<file path="src/rtl/interlock_seq_card_pkg.sv">
// card_pkg: shared state type, widths and state-decode helpers for the
// interlock card family.
//   seq_state_t : sequencer state (IDLE, STANDBY, RAMP, HV_ON, FAULT)
//   sb_active() : standby supply should be on in this state
//   hv_active() : HV enable should be driven in this state
package card_pkg;

  localparam int unsigned STATE_W = 3;

  typedef enum logic [STATE_W-1:0] {
    IDLE    = 3'd0,
    STANDBY = 3'd1,
    RAMP    = 3'd2,
    HV_ON   = 3'd3,
    FAULT   = 3'd4
  } seq_state_t;

  function automatic logic sb_active(input seq_state_t s);
    return (s == STANDBY) || (s == RAMP) || (s == HV_ON);
  endfunction

  function automatic logic hv_active(input seq_state_t s);
    return (s == RAMP) || (s == HV_ON);
  endfunction

endpackage

</file>
<file path="src/rtl/interlock_seq_card_debounce.sv">
// permit_debounce: single-bit debounce filter for one active-low permit.
// The filtered value flips only after the raw input has disagreed with it on
// DEBOUNCE_CYC consecutive clock edges; any agreeing edge restarts the count.
// Ports:
//   clk      in  system clock
//   reset    in  asynchronous, active-high; filtered resets to 1 (not permitted)
//   raw      in  raw permit input
//   filtered out debounced permit
module permit_debounce #(
  parameter int unsigned DEBOUNCE_CYC = 4
) (
  input  logic clk,
  input  logic reset,
  input  logic raw,
  output logic filtered
);

  localparam int unsigned     CW   = $clog2(DEBOUNCE_CYC + 1);
  localparam logic [CW-1:0]   LAST = CW'(DEBOUNCE_CYC - 1);

  logic [CW-1:0] cnt_q, cnt_d;
  logic          filt_q, filt_d;

  always_comb begin
    cnt_d  = cnt_q;
    filt_d = filt_q;
    if (raw == filt_q) begin
      cnt_d = '0;
    end else if (cnt_q == LAST) begin
      // this edge is the DEBOUNCE_CYC-th consecutive disagreement
      filt_d = raw;
      cnt_d  = '0;
    end else begin
      cnt_d = cnt_q + 1'b1;
    end
  end

  always_ff @(posedge clk or posedge reset) begin
    if (reset) begin
      cnt_q  <= '0;
      filt_q <= 1'b1;
    end else begin
      cnt_q  <= cnt_d;
      filt_q <= filt_d;
    end
  end

  assign filtered = filt_q;

endmodule

</file>
<file path="src/rtl/interlock_seq_card.sv">
// interlock_seq_card: debounces N_PERMIT active-low permits and sequences the
// RF supply through standby -> HV ramp -> HV on, latching the cause of any trip
// until an operator fault clear with all permits good.
// Ports:
//   clk, reset          clock, asynchronous active-high reset
//   i_permit_b          raw permits (0 = OK)
//   i_g2_on, i_anode_on HV request (both required)
//   i_rf_perm           upstream RF permit
//   i_an_hv_ready       anode supply at level
//   i_fault_clr         operator fault clear (level)
//   o_sb_on_b/o_sb_off_b  standby drive, active-low / complement
//   o_hv_on/o_hv_on_b     HV enable / complement
//   o_hv_ready          HV at level and permitted
//   o_fault_mask        sticky record of permits bad around a trip
//   o_ramp_timeout      sticky: trip caused by ramp timeout
//   o_state             state encoding for diagnostics
module interlock_seq_card
  import card_pkg::*;
#(
  parameter int unsigned N_PERMIT     = 3,
  parameter int unsigned DEBOUNCE_CYC = 4,
  parameter int unsigned RAMP_CYC     = 16
) (
  input  logic                clk,
  input  logic                reset,
  input  logic [N_PERMIT-1:0] i_permit_b,
  input  logic                i_g2_on,
  input  logic                i_anode_on,
  input  logic                i_rf_perm,
  input  logic                i_an_hv_ready,
  input  logic                i_fault_clr,
  output logic                o_sb_on_b,
  output logic                o_sb_off_b,
  output logic                o_hv_on,
  output logic                o_hv_on_b,
  output logic                o_hv_ready,
  output logic [N_PERMIT-1:0] o_fault_mask,
  output logic                o_ramp_timeout,
  output logic [STATE_W-1:0]  o_state
);

  localparam int unsigned    RCW       = $clog2(RAMP_CYC) + 1;
  localparam logic [RCW-1:0] RAMP_LAST = RCW'(RAMP_CYC - 1);

  logic [N_PERMIT-1:0] filt;
  seq_state_t          state_q, state_d;
  logic [RCW-1:0]      ramp_cnt_q, ramp_cnt_d;
  logic [N_PERMIT-1:0] mask_q, mask_d;
  logic                tmo_q, tmo_d;
  logic                ok, req, clr_ok;

  for (genvar g = 0; g < N_PERMIT; g++) begin : g_deb
    permit_debounce #(
      .DEBOUNCE_CYC(DEBOUNCE_CYC)
    ) u_deb (
      .clk      (clk),
      .reset    (reset),
      .raw      (i_permit_b[g]),
      .filtered (filt[g])
    );
  end

  assign ok     = (filt == '0);
  assign req    = i_g2_on & i_anode_on;
  assign clr_ok = (state_q == FAULT) & i_fault_clr & ok;

  always_comb begin
    state_d    = state_q;
    ramp_cnt_d = ramp_cnt_q;
    mask_d     = mask_q;
    tmo_d      = tmo_q;

    // counter only advances in RAMP and saturates at the decision point
    if ((state_q == RAMP) && (ramp_cnt_q != RAMP_LAST)) begin
      ramp_cnt_d = ramp_cnt_q + 1'b1;
    end

    case (state_q)
      IDLE: begin
        if (ok) state_d = STANDBY;
      end
      STANDBY: begin
        if (!ok) begin
          state_d = FAULT;
        end else if (req && i_rf_perm) begin
          state_d    = RAMP;
          ramp_cnt_d = '0;
        end
      end
      RAMP: begin
        if (!ok || !i_rf_perm) begin
          state_d = FAULT;
        end else if (!req) begin
          state_d = STANDBY;
        end else if (ramp_cnt_q == RAMP_LAST) begin
          if (i_an_hv_ready) begin
            state_d = HV_ON;
          end else begin
            state_d = FAULT;
            tmo_d   = 1'b1;
          end
        end
      end
      HV_ON: begin
        if (!ok || !i_rf_perm || !i_an_hv_ready) begin
          state_d = FAULT;
        end else if (!req) begin
          state_d = STANDBY;
        end
      end
      FAULT: begin
        if (i_fault_clr && ok) state_d = IDLE;
      end
      default: state_d = FAULT;
    endcase

    // a successful clear wins over accumulation (filt is all-zero then anyway)
    if (clr_ok) begin
      mask_d = '0;
      tmo_d  = 1'b0;
    end else if ((state_d == FAULT) || (state_q == FAULT)) begin
      mask_d = mask_q | filt;
    end
  end

  always_ff @(posedge clk or posedge reset) begin
    if (reset) begin
      state_q    <= IDLE;
      ramp_cnt_q <= '0;
      mask_q     <= '0;
      tmo_q      <= 1'b0;
    end else begin
      state_q    <= state_d;
      ramp_cnt_q <= ramp_cnt_d;
      mask_q     <= mask_d;
      tmo_q      <= tmo_d;
    end
  end

  // Moore decodes straight off the state register so reset drops HV immediately
  assign o_sb_on_b      = ~sb_active(state_q);
  assign o_sb_off_b     = sb_active(state_q);
  assign o_hv_on        = hv_active(state_q);
  assign o_hv_on_b      = ~hv_active(state_q);
  assign o_hv_ready     = (state_q == HV_ON);
  assign o_fault_mask   = mask_q;
  assign o_ramp_timeout = tmo_q;
  assign o_state        = state_q;

endmodule

</file>
<file path="config.mk">
export PLATFORM = sky130hd
export DESIGN_NAME = interlock_seq_card
export DESIGN_NICKNAME = d
export VERILOG_FILES = /design/src/rtl/interlock_seq_card_pkg.sv /design/src/rtl/interlock_seq_card_debounce.sv /design/src/rtl/interlock_seq_card.sv
export SDC_FILE = /design/constraint.sdc
export NUM_CORES = 1
export LEC_CHECK = 0
export CAP_MARGIN = 20
export CELL_PAD_IN_SITES_DETAIL_PLACEMENT = 1
export CELL_PAD_IN_SITES_GLOBAL_PLACEMENT = 1
export CORE_MARGIN = 4
export CORE_UTILIZATION = 42
export CTS_BUF_LIST = sky130_fd_sc_hd__clkbuf_8
export DETAILED_ROUTE_END_ITERATION = 16
export PLACE_DENSITY_LB_ADDON = 0.1
export SLEW_MARGIN = 20
export SYNTH_ARGS = -nofsm -noshare
export SYNTH_HDL_FRONTEND = slang
export SYNTH_HIERARCHICAL = 1
export SYNTH_SLANG_ARGS = --single-unit
</file>
<file path="constraint.sdc">
create_clock -name clk -period 2.6 [get_ports clk]
set_clock_uncertainty 0.15 [all_clocks]
set_input_delay 0.39 -clock clk [delete_from_list [all_inputs] [get_ports clk]]
set_output_delay 0.39 -clock clk [all_outputs]
set_load 0.005 [all_outputs]
</file>
---- After elaboration in Yosys (flattened, before gate mapping) ----
Cells that the tools add are included.
word-level totals
  flip-flop bits (word level) ............. 24
  latch bits .............................. 0
  memory bits (writable) .................. 0
  bits in read-only memories .............. 0
  output and inout port bits .............. 12
  word-level logic and storage cells ...... 89
  memories ................................ 0
operators by class
  $add $sub $neg .......................... 4
  multiply operators ...................... 0
  div/mod/pow operators ................... 0
  order comparisons ....................... 0
  equal/unequal tests ..................... 15
  shifts and indexed selects .............. 0
  muxes and demuxes ....................... 29
  bitwise gates (word level) .............. 9
  reductions and logical operators ........ 22
operators with widths
  cell                                                 number
  two-way mux 3 bit                                    18
  two-way mux 5 bit                                    4
  equality test 3 x 2 -> 1 bit, second input constant  5
  case mux 3 bit (5 select lines)                      1
  adder 3 x 1 -> 3 bit, second input constant          3
  nonzero test 2 bit                                   4
  equality test 3 bit, second input constant           2
  zero test 3 bit                                      2
  logical OR 1 bit                                     6
  two-way mux 1 bit                                    6
  AND reduction 2 bit                                  3
  adder 5 x 1 -> 5 bit, second input constant          1
  equality test 5 x 4 -> 1 bit, second input constant  1
  != test 5 x 4 -> 1 bit, second input constant        1
  inverter 1 bit                                       5
  AND reduction 5 bit                                  1
  bitwise AND 1 bit                                    3
  equality test 1 bit                                  3
  equality test 3 x 1 -> 1 bit, second input constant  1
  logical AND 1 bit                                    3
  zero test 1 bit                                      3
  bitwise OR 3 bit                                     1
  != test 2 x 1 -> 1 bit, second input constant        1
  != test 2 bit, second input constant                 1

---- Longest topological paths before layout ----
  depth after elaboration ................. 10
  mapped depth ............................ 7
  gate-level depth less buffers ........... 7

---- By module ----
Netlist, hierarchy kept.
modules (own cells, without submodules)
  module              times used  cells each  area each (µm²)
  interlock_seq_card  1           84          748.2
  permit_debounce     3           12          171.4

---- Worst setup path before layout ----
OpenSTA, ideal clock, no wires.
  path type ............................... register -> register
  start point ............................. register ramp_cnt_q[0]
  end point ............................... register ramp_cnt_q[3]
  setup time .............................. 0.129 ns
  arrival time ............................ 1.708 ns
  data required time ...................... 2.321 ns
  slack ................................... 0.613 ns
  cell stages (with the launch flop) ...... 8
  buffers on the path ..................... 0
  cell sequence ........................... dfrtp_1 > ha_1 > and3_1 > ha_1 > nor4b_4 > nand4_1 > xor2_1 > nor2_1
between the ends
  longest elaborated chain between the ends .. 6
  elaborated cells between the ends (all ways) .. 7
ends and longest elaborated chain
  element                                                       line                       RTL
  start, declared                                               interlock_seq_card.sv:47   logic [RCW-1:0] ramp_cnt_q, ramp_cnt_d;
  start signal, assigned                                        interlock_seq_card.sv:134  ramp_cnt_q <= ramp_cnt_d;
  branches (longest 2 deep; another with adder 5 x 1 -> 5 bit)  -
  two-way mux 5 bit *                                           interlock_seq_card.sv:74   if ((state_q == RAMP) && (ramp_cnt_q != RAMP_LAST)) begin
  two-way mux 5 bit                                             interlock_seq_card.sv:85   end else if (req && i_rf_perm) begin
  two-way mux 5 bit                                             interlock_seq_card.sv:83   if (!ok) begin
  two-way mux 5 bit *                                           interlock_seq_card.sv:78   case (state_q)
  net ramp_cnt_d[3]                                             interlock_seq_card.sv:47
Mark *: on every way through the listed nets, which the timed path passes.
A chain may end at the register's enable or synchronous reset.

---- Worst setup path after layout ----
  start point ............................. register state_q[0], in the netlist o_state[0]
  end point ............................... output o_hv_ready
between the ends
  longest elaborated chain between the ends .. 1
ends and longest elaborated chain
  element                       line                       RTL
  start, declared               interlock_seq_card.sv:46   seq_state_t state_q, state_d;
  start signal, assigned        interlock_seq_card.sv:133  state_q <= state_d;
  equality test 3 x 2 -> 1 bit  interlock_seq_card.sv:145  assign o_hv_ready = (state_q == HV_ON);
  end, declared                 interlock_seq_card.sv:36   output logic o_hv_ready,
No other way between the ends.

==> metrics.md <==
| Metric | Value |
|---|---|
| DRC | `0` |
| Global-route usage over all layers | `approximately 17%` |
| Crit path launch type | `register` |
| DR WL/cell | `16.77 microns` |
| TNS Setup | `0 ns` |
| Fill cells | `a little over 300` |
| Number of global-route vias before repair | `1139` |
| Netlist cell types | `36` |
| Maximum vdd drop | `approximately 0.45 mV` |
| FP Rows | `19` |
| Max incr delay on CP | `approximately 0.64 ns` |
| Setup CP Type | `register to output pin` |
| Status | `complete, no violations` |
| 1st-pass router iterations | `4` |
| Drt total wl | `between 2000 and 3000 microns` |
| Design area | `1578 sq um` |
| Final Util | `a little under three fifths` |
| Post-CTS Setup Bufs | `0` |
| Combinational share of power | `37.2%` |
| IO Count | `22` |
| Die width | `around 63 microns` |
| CP cell instances | `inv_1 > nor2_1 > clkdlybuf4s50_1` |
| DIE AREA | `3947 sq um` |
| Largest net degree at the start of global routing | `15` |
| R2R cell count | `7` |
| Worst r2r src | `ramp_cnt_q[0]$_DFF_PP0_` |
| Layout cells sized above 1 | `approximately 13%` |
| Yosys warns | `6` |
| Hold_buf cts | `0` |
| Crit-path max FO | `12` |
| Slowest CP cell | `dfrtp_1` |
| DR iter-0 viols | `18` |
| Placed Area | `1506 sq um` |
| CTS H-Tree Depth | `1` |
| Final Cycle Share | `around nine tenths` |
| Fmax | `0.4366 GHz` |
| HP Class | `input pin to async pin` |
| ANT nets after route | `0` |
| Starting density of the core | `between 40% and 50%` |
| Tmin final | `approximately 2.3 ns` |
| Clock Power Share | `around a fifth` |
| First-pass GRT wire length | `5361 microns` |
| Clock sink total | `24` |
| Final Net Count | `160` |
| Slew HR | `around two thirds` |
| PD cells | `1024 nW/um^2` |
| Die H | `approximately 63 microns` |
| Layout area overhead | `24.97%` |
| Maximum clock path buffer count | `2` |
| Post-Syn Nets | `around 140` |
| Setup Viol. Count Final | `0` |
| Root buffer cell | `clkbuf_8` |
| Worst skew pair latency | `0.27 ns` |
| Unrepaired setup endpoints after global routing | `false` |
| Core Box Area | `roughly 2800 sq um` |
| Critical Path End Type | `output pin` |
| Post-cts resize count | `0` |
| GR Overflow Total | `0` |
| Reg-to-reg endpoint | `ramp_cnt_q[3]$_DFF_PP0_` |
| CTS tree | `built` |
| Buffers added on ports | `21` |
| Max_cap viols | `0` |
| Synthesized instance count | `120` |
| Routed vias/inst | `between 5 and 6` |
| Worst path top cell family by delay | `buffers and inverters` |
| Pins over their slew limit | `0` |
| Sequential share of power | `42.3%` |
| Buf/Inv on CP | `2` |
| Synth Area per Inst | `about 11 sq um` |
| FF+latch count, synth | `24` |
| Static Leak | `0.6333 nW` |
| Cts bufs inserted | `3` |
| Vias | `1011` |
| Sw power | `0.0005772 W` |
| Clk pin slew, worst setup/hold paths | `0.09 ns` |
| WP data arrival | `1.75 ns` |
| Antenna Cells | `0` |
| Final HPWL DP | `2267 microns` |
| Initial antenna violation count | `0` |
| Setup slack, reg-to-reg | `~0.43 ns` |
| Required @ worst endpoint | `2.06 ns` |
| Placer congestion estimate | `approximately 0.91` |
| Int Power | `about 0.0010 W` |
| Final hold viol count | `0` |
| Part of the Yosys area used for sequential elements | `about 48%` |
| Switching Fraction | `approximately 36%` |
| Slew @ Worst Pin | `0.4929 ns` |
| Synthesized cell area | `around 1300 sq um` |
-- layout by cell type (no fill, tap or decap), drive strengths merged --
cell           synthesis  layout
dfstp                  3       3
mux2i                  1       1
o221ai                 1       1
dfrtp                 21      21
nand2b                 1       1
nand4                  2       2
xnor2                  4       4
nor2b                  3       3
and3                   1       1
a211oi                 2       2
nor4                   2       2
xor2                   2       2
mux2                   3       3
clkdlybuf4s50          0      21
clkbuf                 0       3
o22a                   1       1
o311ai                 1       1
bufinv                 0       1
buf                    2       1
o211ai                 3       3
nor2                  12      12
nor3                   6       6
inv                   12      12
and2b                  2       2
nand2                  6       6
nor3b                  6       6
ha                     5       5
nand3                  3       3
o21ai                  7       7
o41ai                  2       2
nand4b                 1       1
nor4b                  1       1
a31oi                  2       2
a2111oi                2       2
-- cells in the mapped netlist, drive strengths merged --
| cell | instances | area, sq um |
|---|---|---|
| nand4b | 1 | 8.760 |
| nand3 | 3 | 15.01 |
| xor2 | 2 | 17.52 |
| nor3b | 6 | 45.04 |
| nor2b | 3 | 41.29 |
| ha | 5 | 62.56 |
| mux2i | 1 | 10.01 |
| nand2b | 1 | 6.260 |
| nor4 | 2 | 12.51 |
| nor4b | 1 | 23.77 |
| nand4 | 2 | 12.51 |
| o21ai | 7 | 35.03 |
| o311ai | 1 | 8.760 |
| mux2 | 3 | 33.78 |
| nand2 | 6 | 22.52 |
| a31oi | 2 | 12.51 |
| dfstp | 3 | 78.83 |
| a211oi | 2 | 15.01 |
| dfrtp | 21 | 525.5 |
| o221ai | 1 | 8.760 |
| inv | 12 | 45.04 |
| nor2 | 12 | 45.04 |
| and3 | 1 | 6.260 |
| a2111oi | 2 | 18.77 |
| xnor2 | 4 | 35.03 |
| o211ai | 3 | 22.52 |
| nor3 | 6 | 40.04 |
| buf | 2 | 12.51 |
| o22a | 1 | 8.760 |
| and2b | 2 | 15.01 |
| o41ai | 2 | 17.52 |
-- per-stage QoR --
| stage | std cells | hold slack [ns] | worst slack (ns) | total power (W) |
|---|---|---|---|---|
| 5_1_grt | 175 | 0.2985 | 0.2123 | 0.001747 |
| 2_1_floorplan | 120 | 0.005356 | 0.6134 | 0.001042 |
| 3_3_place_gp | 171 | 0.2772 | 0.5345 | 0.001242 |
| 6_report | 175 | 0.2634 | 0.3095 | 0.001615 |
| 3_5_place_dp | 171 | 0.2894 | 0.4386 | 0.001295 |
| 4_1_cts | 175 | 0.2609 | 0.3031 | 0.001636 |
-- flip-flops by register name, summed over array words and instances, names as in the netlist --
name and count:
o_state 3, g_deb.u_deb/cnt_q 9, ramp_cnt_q 5, o_fault_mask 3, o_ramp_timeout 1, g_deb.u_deb/filtered 3
-- final cells by class --
type                            instances  area (sq um)  area share [%]
Sequential cell                        24         604.3           38.30
Multi-Input combinational cell         82         600.6           38.07
Timing Repair Buffer                   22         217.7           13.80
Inverter                               12         45.04           2.855
Clock buffer                            3         41.29           2.617
Tap cell                               31         38.79           2.458
Clock inverter                          1         30.03           1.903
-- worst register-to-register path, delay by kind of cell (launching register included) --
kind	cells	cell delay [ns]
xor gates and xnor gates	1	0.16
adders and majority gates	2	0.49
DFF	1	0.42
and+or+nand+nor	4	0.84
-- routing by layer --
metal | global-route usage (%) | vias to the layer above | routed length (microns)
met1 | 20.72 | 510 | 1288
met5 | 0 | - | 0
met4 | 5.785 | 0 | 42
met3 | 2.338 | 5 | 93
met2 | 29.83 | 20 | 1511
li1 | - | 476 | -
-- worst max-delay path by stage --
stage	end	cells after the start	slack [ns]	start
3_5_place_dp	ramp_cnt_q[3]$_DFF_PP0_	7	0.44	ramp_cnt_q[0]$_DFF_PP0_
3_3_place_gp	ramp_cnt_q[3]$_DFF_PP0_	7	0.53	ramp_cnt_q[0]$_DFF_PP0_
6_report	o_hv_ready	3	0.31	o_state[0]$_DFF_PP0_
4_1_cts	o_hv_ready	3	0.30	o_state[0]$_DFF_PP0_
2_1_floorplan	ramp_cnt_q[3]$_DFF_PP0_	7	0.61	ramp_cnt_q[0]$_DFF_PP0_
5_1_grt	o_state[0]$_DFF_PP0_	7	0.21	ramp_cnt_q[0]$_DFF_PP0_
-- cell families after synthesis --
group / synth area share [%]
AO/OA/AOI/OAI: 11.69
flip-flops: 47.87
buffers and inverters: 4.559
AND/OR/NAND/NOR: 23.29
multiplexers: 3.469
adder cells (fa/ha/maj): 4.955
XOR/XNOR: 4.163
-- power groups by stage --
stage	logic [W]	registers (W)	clock network, W
floorplan	0.000407	0.000636	0
global placement	0.000564	0.000678	0
detailed placement	0.000605	0.000691	0
CTS	0.000612	0.000687	0.000337
finish	0.000601	0.000684	0.000330
global route	0.000683	0.000716	0.000348
(Power assumes the default switching activity.)
